<file path="config.mk">
export PLATFORM = sky130hd
export DESIGN_NAME = alu_fun_encoder
export DESIGN_NICKNAME = d
export VERILOG_FILES = /design/src/rtl/alu_fun_encoder.sv
export SDC_FILE = /design/constraint.sdc
export NUM_CORES = 1
export LEC_CHECK = 0
export CORE_MARGIN = 1.5
export CORE_UTILIZATION = 54
export DETAILED_ROUTE_END_ITERATION = 12
export PLACE_DENSITY = 0.81
export SETUP_SLACK_MARGIN = 0.02
export SKIP_CTS_REPAIR_TIMING = 1
export SYNTH_ARGS = -nofsm -noshare
export SYNTH_HDL_FRONTEND = slang
export SYNTH_SLANG_ARGS = --single-unit
export TNS_END_PERCENT = 1
</file>
<file path="constraint.sdc">
create_clock -name CLK -period 4.9 [get_ports CLK]
set_input_delay 0.735 -clock CLK [delete_from_list [all_inputs] [get_ports CLK]]
set_output_delay 0.735 -clock CLK [all_outputs]
set_load 0.02 [all_outputs]
</file>
<file path="src/rtl/alu_fun_encoder.sv">
// One-hot ALU unit request encoder feeding a DEPTH-entry command FIFO.
// Optional macro ALU_ENC_ERRCNT_EN adds the saturating Err_Count output.
module alu_fun_encoder #(
  parameter int DEPTH = 4
) (
  input  logic                     CLK,
  input  logic                     RST,
  input  logic                     Req_Valid,
  input  logic [3:0]               Req_OneHot,
  output logic                     Req_Ready,
  output logic [1:0]               ALU_FUN,
  output logic                     ALU_FUN_Valid,
  input  logic                     ALU_Ready,
  output logic [$clog2(DEPTH):0]   Fifo_Count,
`ifdef ALU_ENC_ERRCNT_EN
  output logic [7:0]               Err_Count,
`endif
  output logic                     Err_OneHot
);

  localparam int AW = $clog2(DEPTH);
  localparam int CW = AW + 1;
  localparam logic [CW-1:0] DEPTH_C = CW'(DEPTH);

  typedef enum logic [1:0] {
    FUN_ARITH = 2'b00,
    FUN_LOGIC = 2'b01,
    FUN_CMP   = 2'b10,
    FUN_SHIFT = 2'b11
  } alu_fun_e;

  logic [1:0]    mem_q [DEPTH];
  logic [AW-1:0] wr_ptr_q, wr_ptr_d;
  logic [AW-1:0] rd_ptr_q, rd_ptr_d;
  logic [CW-1:0] count_q, count_d;
  logic          err_q, err_d;

  logic          accept;
  logic          legal;
  logic          push;
  logic          pop;
  alu_fun_e      enc;

  // NOTE: every variable driven here gets a default first, so no path can infer a latch.
  always_comb begin
    enc   = FUN_ARITH;
    legal = 1'b1;
    unique case (Req_OneHot)
      4'b0001: enc = FUN_ARITH;
      4'b0010: enc = FUN_LOGIC;
      4'b0100: enc = FUN_CMP;
      4'b1000: enc = FUN_SHIFT;
      default: legal = 1'b0;
    endcase
  end

  // Ready and valid derive from registered occupancy only; no bypass from ALU_Ready.
  assign Req_Ready     = (count_q < DEPTH_C);
  assign ALU_FUN_Valid = (count_q != '0);
  assign ALU_FUN       = ALU_FUN_Valid ? mem_q[rd_ptr_q] : 2'b00;
  assign Fifo_Count    = count_q;
  assign Err_OneHot    = err_q;

  assign accept = Req_Valid & Req_Ready;
  assign push   = accept & legal;
  assign pop    = ALU_FUN_Valid & ALU_Ready;
  assign err_d  = accept & ~legal;

  always_comb begin
    wr_ptr_d = wr_ptr_q;
    rd_ptr_d = rd_ptr_q;
    count_d  = count_q;
    if (push) wr_ptr_d = wr_ptr_q + 1'b1;
    if (pop)  rd_ptr_d = rd_ptr_q + 1'b1;
    unique case ({push, pop})
      2'b10:   count_d = count_q + 1'b1;
      2'b01:   count_d = count_q - 1'b1;
      default: count_d = count_q;
    endcase
  end

  // NOTE: state registers use non-blocking assignments so every flop samples pre-edge values.
  always_ff @(posedge CLK or negedge RST) begin
    if (!RST) begin
      wr_ptr_q <= '0;
      rd_ptr_q <= '0;
      count_q  <= '0;
      err_q    <= 1'b0;
    end else begin
      wr_ptr_q <= wr_ptr_d;
      rd_ptr_q <= rd_ptr_d;
      count_q  <= count_d;
      err_q    <= err_d;
    end
  end

  // NOTE: the storage array is deliberately not reset; count_q gates every read of it.
  always_ff @(posedge CLK) begin
    if (push) mem_q[wr_ptr_q] <= enc;
  end

`ifdef ALU_ENC_ERRCNT_EN
  logic [7:0] err_cnt_q;

  always_ff @(posedge CLK or negedge RST) begin
    if (!RST) begin
      err_cnt_q <= 8'h00;
    end else if (err_d && (err_cnt_q != 8'hFF)) begin
      err_cnt_q <= err_cnt_q + 8'd1;
    end
  end

  assign Err_Count = err_cnt_q;
`endif

endmodule

</file>
==> results.ini <==
[placement]
hpwl_mm=1.20
dp.cells=98
gp_congestion=0.667
numPortBuffers=15
placed_area_um2=1070
place_worst_setup_slack_ps=1800

[sta]
timing.final.hold_violations=0
setup_viol=0
skew_ps=2.91
fin_setup_tns_ps=0
setup_ws_ps=2120
max-slew-margin-rel_pct=62.8
rsz0062_at_grt=no
period_minus_slack_ps=2780
min_period_over_period_pct=56.7
final_max_slew_viol_count=0
max_freq_ghz=0.360
worst_slew_pin_slew_ps=559
whs_ps=540

[power_and_ir_drop]
p_clk_share_pct=12.4
ir_drop_v=0.000277
p_int_mw=0.352
p_comb_share_pct=50.3
power_density_nw_per_um2=518
power_frac_seq_pct=37.2
netSwitchingPower_mw=0.217
p_leak_nw=0.414
swShare_pct=38.1

[setup_path]
slowest_delay_ps=490
end_kind=flop
cp_common_cell=xnor2_1
path_delay_family=XOR/XNOR gates
critPathMaxFanout=8
arrival_ps=2990
crit_slowest_cell=clkdlybuf4s50_1
rrSetupSlack_ps=2750
worstSetupPathType=input pin to flop
cp_cell_sequence=clkdlybuf4s50_1 > xnor2_1 > o22a_4 > or2_1 > ha_1 > inv_1 > fa_1 > xor2_1 > nor2_1 > xnor2_1
cp.buffers_inverters=2
critPathLaunchType=input pin
cp_data_required_time_ps=5110

[status]
outcome=finished, final reports clean

[detailed_routing]
routed-via-count=554
postRouteAntennaNets=0
dr.pass1.iters=3
drc=0
dr.first_iter.drc_count=8
drt_wl_total_mm=1.48
vias_per_cell=5.43
wl_per_cell_um=14.5

[finish]
stdcell_area_um2=1100
area_delta_synth_final_pct=20.3
fin_cells=102
seq_area_um2=440
drive_gt1_share_pct=16.3
nets=101
diodes=0
multiInputGateArea_um2=432
num-fill-cells=125

[die]
dieWidth_um=44.1
dieHeight_um=44.1
ioPinCount=16
coreArea_um2=1540
die_area_um2=1950
initial_core_util_pct=59.3
std_cell_rows=14

[clock_tree]
insertion_delay_ps=280
clock-sinks=16
numCtsBuffers=3
cts_tree=done
cts_root_buffer=clkbuf_4
htreeDepth=1
cts_max_path_buffers=2
clk_pin_slew_ps=90

[logic_synthesis]
synth_flop_cell=edfxtp_1
ys_top_cells_by_count=8 x dfrtp_1, 8 x edfxtp_1, 8 x inv_1
syn-num-nets=82
syn_inst=68
synth-warning-count=0
synth_top_area_share_pct=26.3
ys_ff_latch=16
synth_area_leader_cell=edfxtp_1
yosys-top-cells-area=edfxtp_1 26%, dfrtp_1 22%, ha_1 6.8%
syn_area_um2=913
synth_edf_count=8
ys_async_sr_fraction_pct=50.0
synth_cell_type_count=27
avgSynthCellArea_um2=13.4
ys_seq_area_share_pct=48.2

[worst_hold_path]
hold_class=flop to flop

[global_routing]
track_usage_pct=19.0
grt_max_degree=11
grt_pass1_vias=584
grt_pass1_wl_mm=2.57
antenna_found_initial=0
grt-ovfl-total=0

[run]
cap_violations=0

==> through the flow <==
stage | utilization (%) | power, mW
finish | 71.3 | 0.569
global route | 71.3 | 0.606
CTS | 71.3 | 0.572
detailed placement | 69.6 | 0.503
global placement | 69.6 | 0.489
floorplan | - | 0.399
==> final cells by class <==
class / count / share of cell area, %
sequential: 16 / 40.1
clock inverter: 1 / 0.342
tap: 16 / 1.82
inverter: 8 / 2.73
multi-input combinational: 43 / 39.3
clock buffer: 3 / 2.05
timing repair buffer: 15 / 13.7
==> cell usage in the layout (no fill, tap or decap), drive strengths merged <==
| cell | n |
|---|---|
| clkdlybuf4s50 | 15 |
| dfrtp | 8 |
| inv | 8 |
| edfxtp | 8 |
| xnor2 | 6 |
| ha | 5 |
| nor3b | 4 |
| and2 | 3 |
| clkbuf | 3 |
| or2 | 3 |
| mux4 | 2 |
| nor2 | 2 |
| nand3 | 2 |
| xor2 | 2 |
| o21ai | 2 |
| or3 | 1 |
| nor3 | 1 |
| o22a | 1 |
| nand2b | 1 |
| nor2b | 1 |
| o21a | 1 |
| a2111oi | 1 |
| or4b | 1 |
| o22ai | 1 |
| mux2i | 1 |
| o32ai | 1 |
| fa | 1 |
| clkinv | 1 |
==> per-layer routing <==
metal	GRT usage, %	wire length (µm)
met4	7.27	10
met5	0	0
met1	24.0	657
met2	30.6	747
met3	6.12	59
==> final timing paths <==
path,start,endpoint,depth (start not counted)
hold / removal,rd_ptr_q[1],rd_ptr_q[1],1
min in group asynchronous,RST,Fifo_Count[1],1
setup reg to reg,Fifo_Count[2],Fifo_Count[2],8
setup / recovery,Req_OneHot[1],Fifo_Count[2],10
max in group asynchronous,RST,Err_OneHot,1
hold reg to reg,rd_ptr_q[1],rd_ptr_q[1],1
==> sequential cells by signal, summed over array words and instances, names as in the netlist <==
name,count
Err_OneHot,1
Fifo_Count,3
mem_q,8
rd_ptr_q,2
wr_ptr_q,2
==> power groups by stage <==
stage | Combinational (mW) | Clock (mW) | Sequential, mW
CTS | 0.289 | 0.0707 | 0.212
detailed placement | 0.288 | 0 | 0.215
global route | 0.311 | 0.0771 | 0.218
global placement | 0.277 | 0 | 0.212
floorplan | 0.175 | 0 | 0.224
finish | 0.286 | 0.0707 | 0.212
==> kinds of logic (layout without fill, tap and decap cells) <==
logic type	after synthesis	after routing	synth area share (%)
fa+ha+maj	6	6	9.04
compound gates	7	7	9.32
simple gates	19	19	15.2
buf+inv	9	27	4.52
flops	16	16	48.2
xor+xnor	8	8	7.67
mux	3	3	6.03
==> worst register-to-register path, delay by kind of cell, from the launching register on <==
family | cells | cell delay (ps)
XOR/XNOR | 2 | 280
flip-flops | 1 | 400
adder cells (fa/ha/maj) | 2 | 560
AND/OR/NAND/NOR | 3 | 770
buffers and inverters | 1 | 70
(Power assumes the default switching activity.)
